[config.mk]
export PLATFORM = sky130hd
export DESIGN_NAME = cache_mem_arbiter
export DESIGN_NICKNAME = d
export VERILOG_FILES = /design/src/rtl/cache_mem_arbiter.sv
export SDC_FILE = /design/constraint.sdc
export NUM_CORES = 1
export LEC_CHECK = 0
export ABC_AREA = 1
export BUFFER_PORTS_ARGS = -buffer_cell sky130_fd_sc_hd__buf_2
export CELL_PAD_IN_SITES_DETAIL_PLACEMENT = 0
export CELL_PAD_IN_SITES_GLOBAL_PLACEMENT = 1
export CORE_AREA = 3 3 539 541
export CTS_BUF_LIST = sky130_fd_sc_hd__clkbuf_4 sky130_fd_sc_hd__clkbuf_8
export DETAILED_ROUTE_END_ITERATION = 8
export DIE_AREA = 0 0 542 544
export PLACE_DENSITY = 0.3
export SYNTH_ARGS = -nofsm -noshare
export SYNTH_HDL_FRONTEND = slang
export SYNTH_SLANG_ARGS = --single-unit
[constraint.sdc]
create_clock -name clk -period 1.8 [get_ports clk]
set_clock_uncertainty 0.15 [all_clocks]
set_input_delay 0.27 -clock clk [delete_from_list [all_inputs] [get_ports clk]]
set_output_delay 0.27 -clock clk [all_outputs]
set_load 0.01 [all_outputs]
[src/rtl/cache_mem_arbiter.sv]
// Round-robin arbiter granting icache/dcache line requests onto one cacheline-adaptor port.
// Adaptor-side outputs come only from registered state; the response path is combinational.
//
// state   | meaning
// --------+-------------------------------------------------------------
// IDLE    | no transaction in flight; arbitrate between pending requests
// SERVE_I | icache read driven to the adaptor, waiting for mem_resp
// SERVE_D | dcache read or writeback driven to the adaptor, waiting for mem_resp
module cache_mem_arbiter #(
    parameter int ADDR_W = 32,
    parameter int LINE_W = 256
) (
    input  logic              clk,
    input  logic              rst_n,

    input  logic              i_pmem_read,
    input  logic [ADDR_W-1:0] i_pmem_address,
    output logic [LINE_W-1:0] i_pmem_rdata,
    output logic              i_pmem_resp,

    input  logic              d_pmem_read,
    input  logic              d_pmem_write,
    input  logic [ADDR_W-1:0] d_pmem_address,
    input  logic [LINE_W-1:0] d_pmem_wdata,
    output logic [LINE_W-1:0] d_pmem_rdata,
    output logic              d_pmem_resp,

    output logic              mem_read,
    output logic              mem_write,
    output logic [ADDR_W-1:0] mem_address,
    output logic [LINE_W-1:0] mem_wdata,
    input  logic [LINE_W-1:0] mem_rdata,
    input  logic              mem_resp
);

    typedef enum logic [1:0] {
        IDLE    = 2'd0,
        SERVE_I = 2'd1,
        SERVE_D = 2'd2
    } state_t;

    state_t            state_q, state_d;
    logic              last_grant_q;
    logic              op_write_q;
    logic [ADDR_W-1:0] addr_q;
    logic [LINE_W-1:0] wdata_q;

    logic i_req, d_req;
    logic grant_i, grant_d;

    assign i_req = i_pmem_read;
    assign d_req = d_pmem_read | d_pmem_write;

    always_ff @(posedge clk or negedge rst_n) begin
        if (!rst_n) begin
            state_q      <= IDLE;
            last_grant_q <= 1'b1;
            op_write_q   <= 1'b0;
            addr_q       <= '0;
            wdata_q      <= '0;
        end else begin
            state_q <= state_d;
            if (grant_i) begin
                last_grant_q <= 1'b0;
                op_write_q   <= 1'b0;
                addr_q       <= i_pmem_address;
            end else if (grant_d) begin
                last_grant_q <= 1'b1;
                // A simultaneous read+write from the dcache is handled as a writeback.
                op_write_q   <= d_pmem_write;
                addr_q       <= d_pmem_address;
                wdata_q      <= d_pmem_wdata;
            end
        end
    end

    always_comb begin
        state_d = state_q;
        grant_i = 1'b0;
        grant_d = 1'b0;
        case (state_q)
            IDLE: begin
                // On a tie the cache that did not win last time is granted.
                if (i_req && (!d_req || last_grant_q)) begin
                    state_d = SERVE_I;
                    grant_i = 1'b1;
                end else if (d_req) begin
                    state_d = SERVE_D;
                    grant_d = 1'b1;
                end
            end
            SERVE_I, SERVE_D: begin
                if (mem_resp) begin
                    state_d = IDLE;
                end
            end
            default: state_d = IDLE;
        endcase
    end

    always_comb begin
        mem_read     = 1'b0;
        mem_write    = 1'b0;
        i_pmem_resp  = 1'b0;
        d_pmem_resp  = 1'b0;
        mem_address  = addr_q;
        mem_wdata    = wdata_q;
        i_pmem_rdata = mem_rdata;
        d_pmem_rdata = mem_rdata;
        case (state_q)
            SERVE_I: begin
                mem_read    = ~op_write_q;
                mem_write   = op_write_q;
                i_pmem_resp = mem_resp;
            end
            SERVE_D: begin
                mem_read    = ~op_write_q;
                mem_write   = op_write_q;
                d_pmem_resp = mem_resp;
            end
            default: ;
        endcase
    end

endmodule

# --- After elaboration in Yosys (flattened, before gate mapping) ---
# Cells that the tools add are included.
# Widths: inputs -> output; s select.
op_classes:
  muxes: 19
  n_bitwise: 3
  n_reduce_logical: 8
  n_eq_ne: 4
ops:
  columns: ["op", "n"]
  rows:
  - ["$mux 32", 2]
  - ["$mux 1", 13]
  - ["$mux 2", 3]
  - ["$pmux 2 s2", 1]
  - ["$reduce_and 2->1", 2]
  - ["$ne 3x3->1 const B", 1]
  - ["$eq 2x1->1 const B", 1]
  - ["$eq 2x2->1 const B", 1]
  - ["$logic_not 2->1", 1]
  - ["$ne 2x1->1 const B", 1]
  - ["$not 1->1", 2]
  - ["$reduce_bool 2->1", 1]
  - ["$reduce_or 2->1", 1]
  - ["$logic_and 1x1->1", 1]
  - ["$logic_not 1->1", 1]
  - ["$logic_or 1x1->1", 1]
  - ["$or 1x1->1", 1]
totals:
  wordCells: 39
  inputBits: 582
  register_bits: 292

# --- Longest topological paths before layout ---
depth:
  ltp_word: 8
  mapped_depth: 9

# --- Least setup slack after synthesis ---
# No wires, ideal clock.
synth_path:
  path_kind: "reg-to-reg"
  from: "reg state_q[0]"
  to: "reg wdata_q[175] (netlist: mem_wdata[175])"
  stages_incl_launch_ff: 8
  synth_period_minus_slack_ns: 1.667
  setup_time_ns: 0.066
  n_path_buf: 3
  path_slack_ns: 0.133
  arrival_time_ns: 1.451
  cell_sequence: "dfrtp_1 inv_1 ha_1 buf_2 clkbuf_1 clkbuf_1 nand3_1 nand2_1"
synth_between:
  elab_chain_cells: 4
  word_cells_on_any_way: 5
synth_rtl:
  columns: ["element", "line_no", "rtl"]
  rows:
  - ["from (decl)", "42", "state_t state_q, state_d;"]
  - ["from (signal assigned)", "62", "state_q <= state_d;"]
  - ["$logic_not 2->1 (*)", "81", "case (state_q)"]
  - ["$mux 1", "81", null]
  - ["$not 1->1 (no line)", null, null]
  - ["$reduce_and 2->1 (no line) (*)", null, null]
  - ["to (signal assigned)", "72", "wdata_q <= d_pmem_wdata;"]
  - ["to (decl)", "46", "logic [LINE_W-1:0] wdata_q;"]
# Mark *: on every way between the ends. The rest lies on a longest branch, timed or not.
# A chain may end at the register's enable or synchronous reset.

# --- Final worst setup path ---
layout_path:
  from: "reg state_q[0]"
  to: "out i_pmem_resp"
layout_between:
  elab_chain_cells: 2
layout_rtl:
  columns: ["element", "line_no", "rtl"]
  rows:
  - ["$eq 2x1->1", "110", "case (state_q)"]
  - ["$mux 1", "110", null]
  - ["to (decl)", "19", "output logic i_pmem_resp,"]
# No other way between the ends.

==> reports/qor.csv <==
stage,metric,value,unit
sta,FMAX,444.1,MHz
routing,antenna-violating nets left,0,
die,die width,542,um
sta,RSZ-0062 raised after global routing,yes,
place,placer congestion estimate,0.7329,
final_layout,Final Instance Count excl. Fillers,6591,
critical_path,flop2flop setup slack,-0.09,ns
sta,Rel. slew slack,0.7091,
critical_path,worst path arrival time,1.83,ns
routing,M1 WL,54.83,mm
die,# IOs,1386,
critical_path,CP Class,flip-flop to primary output,
critical_path,CP Capture Type,primary output,
global_route,global route overflow,0,
clock_network,CTS Buf Count,80,
pwr,LEAKAGE,0.01469,uW
die,row cnt,196,
sta,post-route setup slack,-0.4517,ns
clock_network,CTS sink count,292,
routing,vias post-DR,16490,
routing,overall routed net length,156.5,mm
clock_network,Root Buffer,clkbuf_8,
place,IO Port Bufs,617,
clock_network,worst skew pair latency,0.82,ns
pwr,Clk pwr share,0.174,
logic_synthesis,Synth Instances,1909,
routing,DR WL/cell,23.74,um
clock_network,CTS H-tree lvls,3,
global_route,vias in the first global route,16980,
sta,fin crit share,1.251,
sta,worst slew pin tran,0.4364,ns
place,Place WS,-0.2072,ns
pwr,Pwr Density,1731,nW/um^2
sta,# setup viols final,211,
global_route,pin count of the biggest net entering global routing,54,
logic_synthesis,#FFs+latches synth,292,
sta,fin. max-slew vios,0,
pwr,Reg power frac,0.222,
routing,Avg Vias per Cell,2.502,
job,max-cap violation count,0,
global_route,initial antenna violation count,73,
global_route,Total GRT Usage,0.09724,
logic_synthesis,sequential area share after synthesis,0.4577,
critical_path,critical path peak fanout,2,
logic_synthesis,synth top area cells,"dfrtp_1 46%, buf_4 25%, nand2_1 14%",
outcome,status,"finished, violations left",
pwr,Psw,24430,uW
sta,crit path time final,2.252,ns
routing,met3 routed WL,25.63,mm
pwr,Comb power frac,0.604,
outcome,failing checks,setup timing,
final_layout,Syn-to-layout area delta,101.2,%
pwr,Pint,31160,uW
global_route,first-pass GRT wire length,185.8,mm
sta,setup_tns,-7.535,ns
logic_synthesis,synth unique cells,17,
sta,final hold violation count,0,
logic_synthesis,Mapped Nets,2494,
routing,DRT iter0 DRCs,744,
critical_path,startpoint types,flip-flop,
pwr,Max VDD drop,0.4835,mV
critical_path,CP required,1.38,ns
logic_synthesis,Synth top area share,0.4560,
clock_network,CTS tree,done,
die,die height,544,um
logic_synthesis,Synth Warn #,0,
die,Starting Density,0.05594,
final_layout,layout cells sized above 1,0.4579,
routing,Residual DRC,0,
worst_hold_path,worst min-delay path category,input port to flip-flop,
routing,drt pass-1 iters,5,
place,dpl hpwl,124.0,mm
final_layout,Finished Core Util,0.1125,
final_layout,Nets,3349,
clock_network,"Reg clk slew, reported paths",0.05,ns
place,dpl cell area,20700,sq um
routing,uppermost layer routed,met5,
logic_synthesis,Mean Syn Cell Area,8.364,sq um
clock_network,Clock Tree Buf Depth,4,
place,placed cell count,5777,
final_layout,final instance area,32120,sq um
die,die area,294800,sq um
routing,met2 wire length,66.79,mm
die,Core Area,285500,sq um
pwr,Sw Share,0.4395,
logic_synthesis,"area leader, netlist",dfrtp_1,
logic_synthesis,Mapped Area,15970,sq um
## placed cells by master, fill, tap and decap left out, drive strengths merged
| master | n |
|---|---|
| inv | 41 |
| nor3b | 1 |
| a21oi | 2 |
| nand4 | 32 |
| diode | 14 |
| nand2 | 589 |
| or2 | 1 |
| o21ai | 1 |
| bufinv | 2 |
| ha | 3 |
| clkinvlp | 2 |
| dfstp | 1 |
| dfrtp | 291 |
| nor2 | 2 |
| buf | 927 |
| dlygate4sd3 | 436 |
| nand3 | 324 |
| clkinv | 6 |
| clkbuf | 154 |
## final cells by class
type                       instances  area (sq um)
multi-input combinational        955          5026
clock inverter                    11         116.4
antenna                           14         35.03
tap                             3762          4707
fill                           32940        253300
inverter                          40         155.1
sequential                       292          7316
timing repair buffer            1395         13240
clock buffer                     122          1529
## worst max-delay path, cell delays in order, from the launching register on
cell	delay (ns)
dfrtp_1	0.39
buf_4	0.14
buf_4	0.13
ha_4	0.15
nand2_1	0.05
inv_1	0.05
buf_6	0.12
## per-layer routing
metal / vias up / GRT usage
met2: 1037 / 0.1448
met4: 6 / 0.05034
li1: 7302 / -
met5: - / 0.0001623
met3: 483 / 0.07464
met1: 7662 / 0.09823
## power by group through the flow
| stage | Clock [uW] | Sequential, uW | Combinational (uW) |
|---|---|---|---|
| finish | 9690 | 12300 | 33600 |
| CTS | 10400 | 12200 | 29600 |
| global placement | 0 | 11700 | 22300 |
| floorplan | 0 | 13000 | 7450 |
| global route | 10700 | 12700 | 37000 |
| detailed placement | 0 | 11800 | 22200 |
## Yosys cell counts
master / n
buf_2: 33
buf_4: 538
a21oi_1: 1
buf_1: 1
clkbuf_1: 50
a21oi_2: 1
ha_1: 3
nand2_1: 589
dfrtp_1: 291
dfstp_2: 1
o21ai_2: 1
nor3b_1: 1
nand3_1: 324
or2_2: 1
inv_1: 40
nand4_1: 32
nor2_1: 2
## state kept, by name, indices dropped and copies added, names as in the netlist
| register | flops |
|---|---|
| mem_wdata | 256 |
| mem_address | 32 |
| state_q | 2 |
| last_grant_q | 1 |
| op_write_q | 1 |
## metrics by stage
step           power (uW)  hold WS [ns]
2_1_floorplan       20440       -0.1756
3_5_place_dp        34000       0.03202
4_1_cts             52250    0.00006040
5_1_grt             60380       0.01496
3_3_place_gp        34040       0.03248
6_report            55600        0.1284
## cell families after synthesis
logic type,share of synthesized area
and+or+nand+nor,0.2539
buffers and inverters,0.2847
DFF,0.4577
AOI/OAI and AO/OA,0.001410
adders and majority gates,0.002351
## repair_timing
action,in CTS,in global routing
setup buffers,118,73
gates cloned,10,35
gates resized for setup,505,276
hold endpoints to repair,584,0
hold buffers,437,0
pin swaps,1,72
setup endpoints to repair,371,487
## worst paths after layout
check / from / end / cells after the start
setup / recovery: state_q[0]$_DFFE_PN0P_ / i_pmem_resp / 6
hold reg to reg: mem_wdata[80]$_DFFE_PN0P_ / mem_wdata[80]$_DFFE_PN0P_ / 2
max in group asynchronous: rst_n / mem_wdata[166]$_DFFE_PN0P_ / 6
min in group asynchronous: rst_n / mem_wdata[240]$_DFFE_PN0P_ / 4
setup reg to reg: state_q[1]$_DFFE_PN0P_ / mem_wdata[79]$_DFFE_PN0P_ / 10
hold / removal: d_pmem_wdata[56] / mem_wdata[56]$_DFFE_PN0P_ / 4
Note: power is estimated with default switching activity, not from simulation.
